**src/rtl/icache_responder.sv**
```systemverilog
// Direct-mapped, read-only instruction cache with combinational hit path and a
// single-outstanding line-refill engine toward the backing memory bus.
module icache_responder #(
    parameter int unsigned LINES          = 16,
    parameter int unsigned WORDS_PER_LINE = 4
) (
    input  logic        clock,
    input  logic        reset,
    input  logic [31:0] instructionAddress,
    output logic        instructionDataValid,
    output logic [31:0] instructionData,
    input  logic        invalidate,
    output logic        memRequestValid,
    input  logic        memRequestReady,
    output logic [31:0] memRequestAddress,
    input  logic        memResponseValid,
    input  logic [31:0] memResponseData
);

    localparam int unsigned OFF_W   = $clog2(WORDS_PER_LINE);
    localparam int unsigned IDX_W   = $clog2(LINES);
    localparam int unsigned IDX_LSB = 2 + OFF_W;
    localparam int unsigned TAG_LSB = IDX_LSB + IDX_W;
    localparam int unsigned TAG_W   = 32 - TAG_LSB;
    localparam logic [OFF_W-1:0] LAST_BEAT = OFF_W'(WORDS_PER_LINE - 1);

    typedef enum logic [1:0] {
        IDLE,
        REQUEST,
        REFILL
    } state_t;

    state_t           state_q, state_d;
    logic [31:0]      data_q [LINES][WORDS_PER_LINE];
    logic [TAG_W-1:0] tag_q [LINES];
    logic [LINES-1:0] valid_q;

    logic [31:0]      line_addr_q, line_addr_d;
    logic [OFF_W-1:0] beat_q, beat_d;
    logic             kill_q, kill_d;
    logic             req_valid_q, req_valid_d;

    logic             miss_start;
    logic             beat_write;
    logic             line_done;

    logic [OFF_W-1:0] lookup_off;
    logic [IDX_W-1:0] lookup_idx;
    logic [TAG_W-1:0] lookup_tag;
    logic [IDX_W-1:0] fill_idx;
    logic [TAG_W-1:0] fill_tag;
    logic             hit;
    logic             unused_addr_bits;

    // Lookup path: answered in the same cycle from the flop arrays.
    assign lookup_off = instructionAddress[2 +: OFF_W];
    assign lookup_idx = instructionAddress[IDX_LSB +: IDX_W];
    assign lookup_tag = instructionAddress[TAG_LSB +: TAG_W];
    assign unused_addr_bits = ^instructionAddress[1:0];

    assign hit = valid_q[lookup_idx] && (tag_q[lookup_idx] == lookup_tag);

    assign instructionDataValid = hit;
    assign instructionData      = hit ? data_q[lookup_idx][lookup_off] : 32'h0;

    assign fill_idx = line_addr_q[IDX_LSB +: IDX_W];
    assign fill_tag = line_addr_q[TAG_LSB +: TAG_W];

    assign memRequestValid   = req_valid_q;
    assign memRequestAddress = line_addr_q;

    // Refill controller next-state and strobes.
    always_comb begin
        state_d     = state_q;
        line_addr_d = line_addr_q;
        beat_d      = beat_q;
        kill_d      = kill_q;
        req_valid_d = req_valid_q;
        miss_start  = 1'b0;
        beat_write  = 1'b0;
        line_done   = 1'b0;

        unique case (state_q)
            IDLE: begin
                // An invalidate in the same cycle wins; the miss is seen again next cycle.
                if (!hit && !invalidate) begin
                    miss_start  = 1'b1;
                    line_addr_d = {instructionAddress[31:IDX_LSB], {IDX_LSB{1'b0}}};
                    req_valid_d = 1'b1;
                    state_d     = REQUEST;
                end
            end
            REQUEST: begin
                kill_d = kill_q | invalidate;
                if (memRequestReady) begin
                    req_valid_d = 1'b0;
                    beat_d      = '0;
                    state_d     = REFILL;
                end
            end
            REFILL: begin
                kill_d = kill_q | invalidate;
                if (memResponseValid) begin
                    beat_write = 1'b1;
                    beat_d     = beat_q + OFF_W'(1);
                    if (beat_q == LAST_BEAT) begin
                        line_done = 1'b1;
                        kill_d    = 1'b0;
                        state_d   = IDLE;
                    end
                end
            end
            default: state_d = IDLE;
        endcase
    end

    // Control state and valid bits.
    always_ff @(posedge clock) begin
        if (reset) begin
            state_q     <= IDLE;
            valid_q     <= '0;
            beat_q      <= '0;
            kill_q      <= 1'b0;
            req_valid_q <= 1'b0;
            line_addr_q <= '0;
        end else begin
            state_q     <= state_d;
            beat_q      <= beat_d;
            kill_q      <= kill_d;
            req_valid_q <= req_valid_d;
            line_addr_q <= line_addr_d;
            if (invalidate) begin
                valid_q <= '0;
            end else if (miss_start) begin
                valid_q[lookup_idx] <= 1'b0;
            end else if (line_done && !kill_q) begin
                valid_q[fill_idx] <= 1'b1;
            end
        end
    end

    // Data and tag arrays carry no reset; valid bits gate their use.
    always_ff @(posedge clock) begin
        if (!reset && beat_write) begin
            data_q[fill_idx][beat_q] <= memResponseData;
        end
        if (!reset && line_done) begin
            tag_q[fill_idx] <= fill_tag;
        end
    end

endmodule
```
**config.mk**
```make
export PLATFORM = sky130hd
export DESIGN_NAME = icache_responder
export DESIGN_NICKNAME = d
export VERILOG_FILES = /design/src/rtl/icache_responder.sv
export SDC_FILE = /design/constraint.sdc
export NUM_CORES = 2
export LEC_CHECK = 0
export ABC_AREA = 1
export BUFFER_PORTS_ARGS = -buffer_cell sky130_fd_sc_hd__clkbuf_2
export CORE_ASPECT_RATIO = 0.9
export CORE_UTILIZATION = 45
export CTS_BUF_LIST = sky130_fd_sc_hd__clkbuf_16
export DETAILED_ROUTE_END_ITERATION = 8
export PLACE_DENSITY = 0.71
export SYNTH_ARGS = -nofsm -noshare
export SYNTH_HDL_FRONTEND = slang
export SYNTH_SLANG_ARGS = --single-unit
```
**constraint.sdc**
```tcl
create_clock -name clock -period 5.1 [get_ports clock]
set_input_delay 0.765 -clock clock [delete_from_list [all_inputs] [get_ports clock]]
set_output_delay 0.765 -clock clock [all_outputs]
set_load 0.02 [all_outputs]
```
==> reports/results.tsv <==
metric	value	unit
min_path_type	in2reg	
busiest_layer	met2	
drtIter0Drc	9000	
ys_types	40	
portBuffers	128	
hold_viol	0	
core	209000	um2
grt_usage	25.0	%
routedWlPerCell	27.2	um
leakagePower	35.9	nW
cpMaxStageDelayCell	o21ai_0	
status	completed	
max_freq	0.200	GHz
synth_edf_count	2432	
avgSynthCellArea	14.0	um2
preCtsSetupSlack	0.273	ns
post_cts_buffers	0	
gr-total-overflow	0	
crit_chain	buf_8 -> inv_6 -> nand2_4 -> buf_12 -> nor2_1 -> nor3_1 -> o22ai_1 -> a221oi_1 -> nand2_1 -> o21ai_0 -> o21ai_0 -> nor3_1 -> clkbuf_2	
yosys.area_share.simple	10.9	%
synth_xor_area_share	0	%
grt_pass1_vias	57838	
grt.met3_usage	5.31	%
start_util	45.5	%
holdBufCountCts	0	
grt_max_degree	123	
max_cap_violations	0	
fp.dieW	487	um
synth.most_common_cell	edfxtp_1	
cts_root_buf	clkbuf_16	
cts_buffers	230	
htreeDepth	4	
clk_transition_reported_paths	0.06	ns
fin_ws	0.100	ns
seq_area_frac_synth	77.7	%
nets	7037	
synth_top_cell_area_share	76.7	%
crit_type	in2out	
setup_viol	0	
vias	61591	
ys_warn_count	0	
nFillCells	16688	
hpwl	148000	um
yosys_register_bits	2482	
final.setup.tns	0	ns
synth_compound_area_share	8.84	%
drive_above_1_share	11.7	%
final_cell_area	108000	um2
die-height	438	um
io_pins	135	
rsz0062_at_grt	false	
required	4.34	ns
grt_first_pass_wirelength	392000	um
cpLargestDelayFamily	compound AO/OA/AOI/OAI gates	
finalWirelength	272000	um
startpoint	instructionAddress[5]	
muxShareOfSynthArea	0	%
tritoncts	yes	
ir_worst_vdd	0.307	mV
rows	159	
critPathCaptureType	output pin	
antenna_found_initial	14	
drc	0	
final_max_slew_viol_count	0	
hold_start	instructionAddress[9]	
worstMarginPinSlew	1.36	ns
synthArstFlopShare	0	%
gp_congestion	0.864	
slowest_delay	0.56	ns
cp-start-kind	input pin	
crit_arrival	4.23	ns
viasPerCell	6.17	
clockBufferDepth	3	
cp_max_fo	27	
max_slew_margin	9.59	%
crit_buf_inv	4	
clock_latency	0.90	ns
synthAdderAreaFrac	0.105	%
syn_area	95300	um2
skew	0.0933	ns
synth_top_family_by_area	simple AND/OR/NAND/NOR gates	
ys.flop_type	edfxtp_1	
ys_top_cells_by_count	2432 x edfxtp_1, 935 x nand2_1, 797 x nor2_1	
die_area	214000	um2
use_met1	34.4	%
period_needed	5.00	ns
cts-resized-gates	0	
drtPass1Iterations	8	
drt.antenna.violating_nets	0	
power.total	42.1	mW
fin_crit_sh	98.0	%
synth_cells	6788	
clock-sinks	2482	
power_density	389	nW/um2
grtUsageMet2	38.1	%
syn_to_final_growth	13.8	%
place_area	101000	um2
synthTopCellsByArea	edfxtp_1 77%, nand2_1 3.7%, nor3_1 3.4%, o22ai_1 3.2%, nor2_1 3.1%	
synth_top_area_cell	edfxtp_1	
reg2reg_from	state_q[0]	
worst reg2reg max path, delay by kind of cell (launching register included):
kind	cells	cell delay [ns]
fa+ha+maj	1	0.18
buf+inv	2	0.55
flops	1	0.34
simple gates	4	2.14
cell type report:
type / count / area (um2) / share of cell area, %
Multi-Input combinational cell: 3773 / 19600 / 18.1
Clock buffer: 234 / 5860 / 5.40
Tap cell: 2817 / 3520 / 3.25
Clock inverter: 197 / 1750 / 1.62
Sequential cell: 2482 / 74000 / 68.3
Timing Repair Buffer: 397 / 3300 / 3.04
Inverter: 76 / 304 / 0.281
Antenna cell: 9 / 22.5 / 0.0208
state kept, by name (all words and copies together), names as in the netlist:
register and count:
beat_q 2, data_q 2048, kill_q 1, memRequestAddress 28
memRequestValid 1, state_q 2, tag_q 384, valid_q 16
power breakdown:
group | internal [mW] | switching (mW) | leakage, nW
registers | 22.5 | 0.0939 | 22.3
logic | 0.606 | 1.79 | 9.74
clock network | 9.66 | 7.54 | 3.85
total | 32.7 | 9.42 | 35.9
cell families after synthesis:
| logic type | count (synthesis) |
|---|---|
| simple gates | 2497 |
| buf+inv | 536 |
| flops | 2482 |
| other cells | 1 |
| fa+ha+maj | 8 |
| compound gates | 1264 |
stage by stage:
step | instances | hold slack, ns | utilization (%)
final | 9985 | 0.160 | 51.7
after global routing | 9978 | 0.149 | 51.7
after CTS | 9976 | 0.102 | 51.7
after detailed placement | 9545 | 0.483 | 48.1
after global placement | 9545 | 0.470 | 48.1
after floorplan | 6791 | 0.456 | -
placed cells by master (no fill, tap or decap), types with 11 or more instances in the layout:
cell / synthesis / routed
o2111ai_1: 94 / 94
o31ai_1: 267 / 267
o22ai_1: 480 / 480
bufinv_16: 0 / 26
clkinv_1: 1 / 62
nor2_4: 0 / 83
nand2_1: 935 / 928
o21ai_0: 181 / 181
o221ai_1: 90 / 90
buf_4: 14 / 221
a21oi_1: 99 / 99
nor2_1: 797 / 715
nor3_1: 648 / 648
edfxtp_1: 2432 / 2432
a221oi_1: 17 / 17
inv_1: 69 / 101
clkbuf_16: 0 / 234
clkbuf_2: 0 / 125
nand4_1: 11 / 11
buf_12: 0 / 49
dfxtp_1: 50 / 50
clkinv_2: 0 / 48
nand3_1: 96 / 95
per-layer routing:
layer	share of wire, %	vias up
met4	4.6	4
met2	46	4369
met5	0.0085	-
met3	13	670
met1	37	30297
li1	-	26251
path summary, 6_finish.rpt:
check	endpoint	slack, ns	cells past startpoint
min reg2reg	state_q[1]	0.50	2
max reg2reg	data_q[10][119]	1.53	7
max	instructionData[30]	0.10	13
min	memRequestAddress[9]	0.16	3
Power figures use the tool's default switching activity.
